File: src/rtl/bitmask_popcount_enumerator_pkg.sv
// Shared types and constants for the same-popcount mask enumerator.
// Constants are plain ints; each module casts them to its own word width.
package bitmask_pkg;

    typedef enum logic {
        IDLE = 1'b0,
        EMIT = 1'b1
    } state_e;

    localparam int ZERO = 0;
    localparam int ONE  = 1;
    localparam int TWO  = 2;

endpackage

File: src/rtl/bitmask_popcount_enumerator_next.sv
// Combinational lexicographic successor of x with the same popcount.
// On overflow past the top of the word it wraps to the smallest such mask.
module bitmask_next_same_popcount
    import bitmask_pkg::*;
#(
    parameter int WORD_WIDTH = 8
) (
    input  logic [WORD_WIDTH-1:0] x,
    output logic [WORD_WIDTH-1:0] y
);

    localparam logic [WORD_WIDTH-1:0] ZERO_W = WORD_WIDTH'(ZERO);
    localparam logic [WORD_WIDTH-1:0] ONE_W  = WORD_WIDTH'(ONE);

    logic [WORD_WIDTH-1:0] lowest;
    logic [WORD_WIDTH:0]   sum;
    logic                  carry;
    logic [WORD_WIDTH-1:0] ripple;
    logic [WORD_WIDTH-1:0] changed;
    logic [WORD_WIDTH-1:0] fill;
    int                    n_changed;
    int                    shamt;

    always_comb begin
        lowest    = x & (~x + ONE_W);
        sum       = {1'b0, x} + {1'b0, lowest};
        carry     = sum[WORD_WIDTH];
        ripple    = sum[WORD_WIDTH-1:0];
        changed   = x ^ ripple;
        n_changed = ZERO;
        for (int i = 0; i < WORD_WIDTH; i++) begin
            n_changed = n_changed + int'(changed[i]);
        end
        // A carry out means we ran off the top: refill all pop(x) ones at the bottom.
        shamt = n_changed + (carry ? TWO : ZERO) - TWO;
        // shamt == WORD_WIDTH only for all-ones; the shift then yields 0 and -1 gives all ones.
        fill  = (ONE_W << shamt) - ONE_W;
        if (x == ZERO_W) begin
            y = ZERO_W;
        end else begin
            y = ripple | fill;
        end
    end

endmodule

File: src/rtl/bitmask_popcount_enumerator.sv
// Walks every mask with the seed's popcount, starting at the seed, one per output handshake.
// The run ends on the mask whose successor is the seed; out_last flags it.
module bitmask_popcount_enumerator
    import bitmask_pkg::*;
#(
    parameter int WORD_WIDTH  = 8,
    parameter int COUNT_WIDTH = 16
) (
    input  logic                   clock,
    input  logic                   clear,
    input  logic                   seed_valid,
    output logic                   seed_ready,
    input  logic [WORD_WIDTH-1:0]  seed_word,
    input  logic                   abort,
    output logic                   out_valid,
    input  logic                   out_ready,
    output logic [WORD_WIDTH-1:0]  out_word,
    output logic                   out_last,
    output logic [COUNT_WIDTH-1:0] out_index,
    output logic                   busy
);

    state_e                 state_q, state_d;
    logic [WORD_WIDTH-1:0]  seed_q, seed_d;
    logic [WORD_WIDTH-1:0]  word_q, word_d;
    logic [COUNT_WIDTH-1:0] index_q, index_d;
    logic [WORD_WIDTH-1:0]  next_word;
    logic                   last;

    bitmask_next_same_popcount #(
        .WORD_WIDTH(WORD_WIDTH)
    ) u_next (
        .x(word_q),
        .y(next_word)
    );

    // Gated by state so the cleared registers (0 -> 0) do not flag last in IDLE.
    assign last = (state_q == EMIT) && (next_word == seed_q);

    always_comb begin
        state_d = state_q;
        seed_d  = seed_q;
        word_d  = word_q;
        index_d = index_q;
        case (state_q)
            IDLE: begin
                if (seed_valid) begin
                    state_d = EMIT;
                    seed_d  = seed_word;
                    word_d  = seed_word;
                    index_d = '0;
                end
            end
            EMIT: begin
                if (abort) begin
                    state_d = IDLE;
                end else if (out_ready) begin
                    if (last) begin
                        state_d = IDLE;
                    end else begin
                        word_d  = next_word;
                        index_d = index_q + COUNT_WIDTH'(ONE);
                    end
                end
            end
            default: state_d = IDLE;
        endcase
    end

    always_ff @(posedge clock) begin
        if (!clear) begin
            state_q <= IDLE;
            seed_q  <= '0;
            word_q  <= '0;
            index_q <= '0;
        end else begin
            state_q <= state_d;
            seed_q  <= seed_d;
            word_q  <= word_d;
            index_q <= index_d;
        end
    end

    assign seed_ready = (state_q == IDLE);
    assign out_valid  = (state_q == EMIT);
    assign busy       = (state_q != IDLE);
    assign out_word   = word_q;
    assign out_last   = last;
    assign out_index  = index_q;

endmodule
File: config.mk
export PLATFORM = sky130hd
export DESIGN_NAME = bitmask_popcount_enumerator
export DESIGN_NICKNAME = d
export VERILOG_FILES = /design/src/rtl/bitmask_popcount_enumerator_pkg.sv /design/src/rtl/bitmask_popcount_enumerator_next.sv /design/src/rtl/bitmask_popcount_enumerator.sv
export SDC_FILE = /design/constraint.sdc
export NUM_CORES = 1
export LEC_CHECK = 0
export CAP_MARGIN = 20
export CORE_UTILIZATION = 54
export CTS_CLUSTER_SIZE = 20
export DETAILED_ROUTE_END_ITERATION = 12
export GPL_ROUTABILITY_DRIVEN = 0
export PLACE_DENSITY = 0.86
export SKIP_LAST_GASP = 1
export SYNTH_ARGS = -nofsm -noshare
export SYNTH_HDL_FRONTEND = slang
export SYNTH_SLANG_ARGS = --single-unit
File: constraint.sdc
create_clock -name clock -period 8.3 [get_ports clock]
set_input_delay 2.49 -clock clock [delete_from_list [all_inputs] [get_ports clock]]
set_output_delay 2.49 -clock clock [all_outputs]
set_load 0.01 [all_outputs]
==> results.md <==
- Clk_skew: 3.24 ps
- Worst setup path startpoint: out_word[2]$_SDFFE_PN0P_
- Core area: 4440 um2
- Fin. Hold Viols: 0
- Synth Cell Area: 2540 um2
- Req. time, crit path: 5810 ps
- Min Tclk post-route: 8050 ps
- Num rows: 24
- Placed cell areas: 3030 um2
- Syn_area_per_cell: 7.76 um2
- Area grow syn2layout: 27.7%
- Top cells by count, synth: 42 x nor2_1, 40 x nand2_1, 33 x dfxtp_1
- Synth Flop Type: dfxtp_1
- Dpl cells: 418
- Maximum clock path buffer count: 2
- Worst EP arrival: 5560 ps
- Detailed placer's ending HPWL: 5.26 mm
- Achievable Freq: 124 MHz
- Post-synthesis net count: 353
- CTS buffer count: 5
- PwrDens: 189 nW/um2
- R2R setup slack: 2010 ps
- Starting DRT DRC Count: 294
- WL per Instance: 16.7 um
- Vias in the first global route: 2399
- CTS H-Tree Depth: 2
- RR Startpoint: out_word[2]$_SDFFE_PN0P_
- DR vias: 2717
- Routed Antenna Nets: 0
- Die span in y: 70.7 um
- Share of cells above drive strength 1: 0.169
- DRT Pass-1 Iters: 9
- Clk pin slew, worst setup/hold paths: 70 ps
- R2R Path End: out_index[9]$_SDFFE_PN0P_
- Final period util: 0.970
- CP Class: flip-flop to output port
- Cell count of the worst reg-to-reg path: 28
- Max-cap violations: 0
- Post-synth top area share: 0.260
- GRT Overall Usage: 0.299
- Tightest Pin Transition: 966 ps
- Number of vias per cell: 6.23
- Slew headroom: 0.356
- Largest area contributor in the netlist: dfxtp_1
- Largest net degree at the start of global routing: 22
- Grt ovf: 0
- Worst-Skew Late Latency: 290 ps
- Non-filler cells, final: 436
- First-pass GRT wire length: 11.7 mm
- Top cells by area, synth: dfxtp_1 26%, nor2_1 6.2%, nand2_1 5.9%
- Die Area: 4990 um2
- Initial core utilization: 0.573
- Max-slew violation count: 0
- EDFF count, synth: 0
- Setup crit end kind: output port
- I/O pin cnt: 41
- ANT cells: 0
- CTS tree: done
- Total Nets Final: 408
- Cells after Synth: 328
- Seq/Total Area, Yosys: 0.260
- DRC: 4
- Sink Count: 33
- Final WL: 7.26 mm
- Leakage power: 1.24 nW
- Seq cells post-synth: 33
- Count of cell types in the netlist: 66
- Crit start category: flip-flop
- Async SR Flop Fraction: 0
- Crit path max fanout: 11
- Syn. warnings: 0
- Worst Hold Class: flip-flop to flip-flop
- Hold buffers post-CTS: 0
- Clock root buffer: clkbuf_8
- Port bufs: 40
- Tot Pwr: 0.615 mW
- Final instance area: 3250 um2
- Final setup vio count: 0
- Fillcell total: 344
- Max rail drop VDD: 0.000128 V
- Most repeated cell in the gate-level netlist after synthesis: nor2_1
- Violated checks: DRC
- Status: complete, but fails checks
- Die Wd: 70.7 um
- Worst setup endpoint: out_last
- Initial antenna violation count: 0
==> sequential cells by signal, summed over array words and instances, names as in the netlist <==
name       flops
busy           1
out_index     16
out_word       8
seed_q         8
==> routing by layer <==
| metal | GRT usage | vias up | share of wire |
|---|---|---|---|
| met3 | 0.0855 | 11 | 0.084 |
| met1 | 0.414 | 1277 | 0.44 |
| li1 | - | 1299 | - |
| met5 | 0 | - | 0 |
| met4 | 0.0978 | 0 | 0.016 |
| met2 | 0.450 | 130 | 0.46 |
==> worst max-delay path: stages (launching register included) <==
cell and delay, ps:
dfxtp_4 380, or4_4 580, nor2_4 180, a211o_1 190, inv_1 60, ha_1 280, inv_1 40, ha_1 300
ha_1 280, nor2b_2 150, nor2_1 60, nor2_1 90, nor2_1 50, ha_1 280, nand2b_1 80, a221o_1 310
nor2_2 180, nand2_1 90, ha_2 320, nand2_1 70, xor2_1 160, a2111oi_2 330, o211ai_1 160, nor4_2 310
and3_1 210, clkbuf_2 130
==> power by group <==
part | internal [mW] | switching, mW
Sequential | 0.166 | 0.0132
Combinational | 0.142 | 0.176
Clock | 0.0581 | 0.0611
Total | 0.365 | 0.250
==> repair_timing <==
item                       CTS  global route
setup buffers                4             6
setup endpoints to repair    1             1
resized for setup           14             7
gates cloned                 0             0
pin swaps                    6             8
==> cell usage in the layout, fill, tap and decap left out, drive strengths merged, types with 6 or more instances in the layout <==
master,count
clkdlybuf4s50,39
nor3,6
nor2,43
nand3,13
nand2,40
a21oi,27
ha,8
buf,25
inv,17
a31oi,6
a211oi,9
nor2b,6
and3,9
clkbuf,7
dfxtp,33
xnor2,9
==> worst min path at each step <==
stage / start / end / slack (ps) / depth (start not counted)
2_1_floorplan: seed_q[6]$_SDFFE_PN0P_ / seed_q[6]$_SDFFE_PN0P_ / 450 / 2
3_3_place_gp: seed_q[6]$_SDFFE_PN0P_ / seed_q[6]$_SDFFE_PN0P_ / 470 / 2
3_5_place_dp: seed_q[0]$_SDFFE_PN0P_ / seed_q[0]$_SDFFE_PN0P_ / 480 / 2
4_1_cts: seed_q[0]$_SDFFE_PN0P_ / seed_q[0]$_SDFFE_PN0P_ / 490 / 2
5_1_grt: seed_q[4]$_SDFFE_PN0P_ / seed_q[4]$_SDFFE_PN0P_ / 520 / 2
6_report: seed_q[0]$_SDFFE_PN0P_ / seed_q[0]$_SDFFE_PN0P_ / 490 / 2
==> final cells by class <==
cell class	instances	area, um2	area share
clock inverter	2	10.0	0.00308
inverter	18	67.6	0.0208
timing repair buffer	65	583	0.179
clock buffer	6	72.6	0.0223
tap	52	65.1	0.0200
sequential	33	669	0.206
multi-input combinational	260	1780	0.548
==> cells by family (layout without fill, tap and decap cells) <==
logic type,Yosys count,after routing,synth area share
simple gates,145,145,0.285
fa+ha+maj,12,12,0.0708
compound gates,87,87,0.260
xor+xnor,11,11,0.0408
mux,5,5,0.0197
flops,33,33,0.260
buf+inv,35,91,0.0644
==> metrics by stage <==
stage,setup slack [ps],hold WS [ps],TNS (ps),util
global placement,101,470,0,0.681
finish,249,486,0,0.731
detailed placement,-19.3,478,-19.3,0.681
floorplan,400,450,0,-
CTS,8.63,489,0,0.716
global route,-17.1,516,-17.1,0.731
Note: power is estimated with default switching activity, not from simulation.
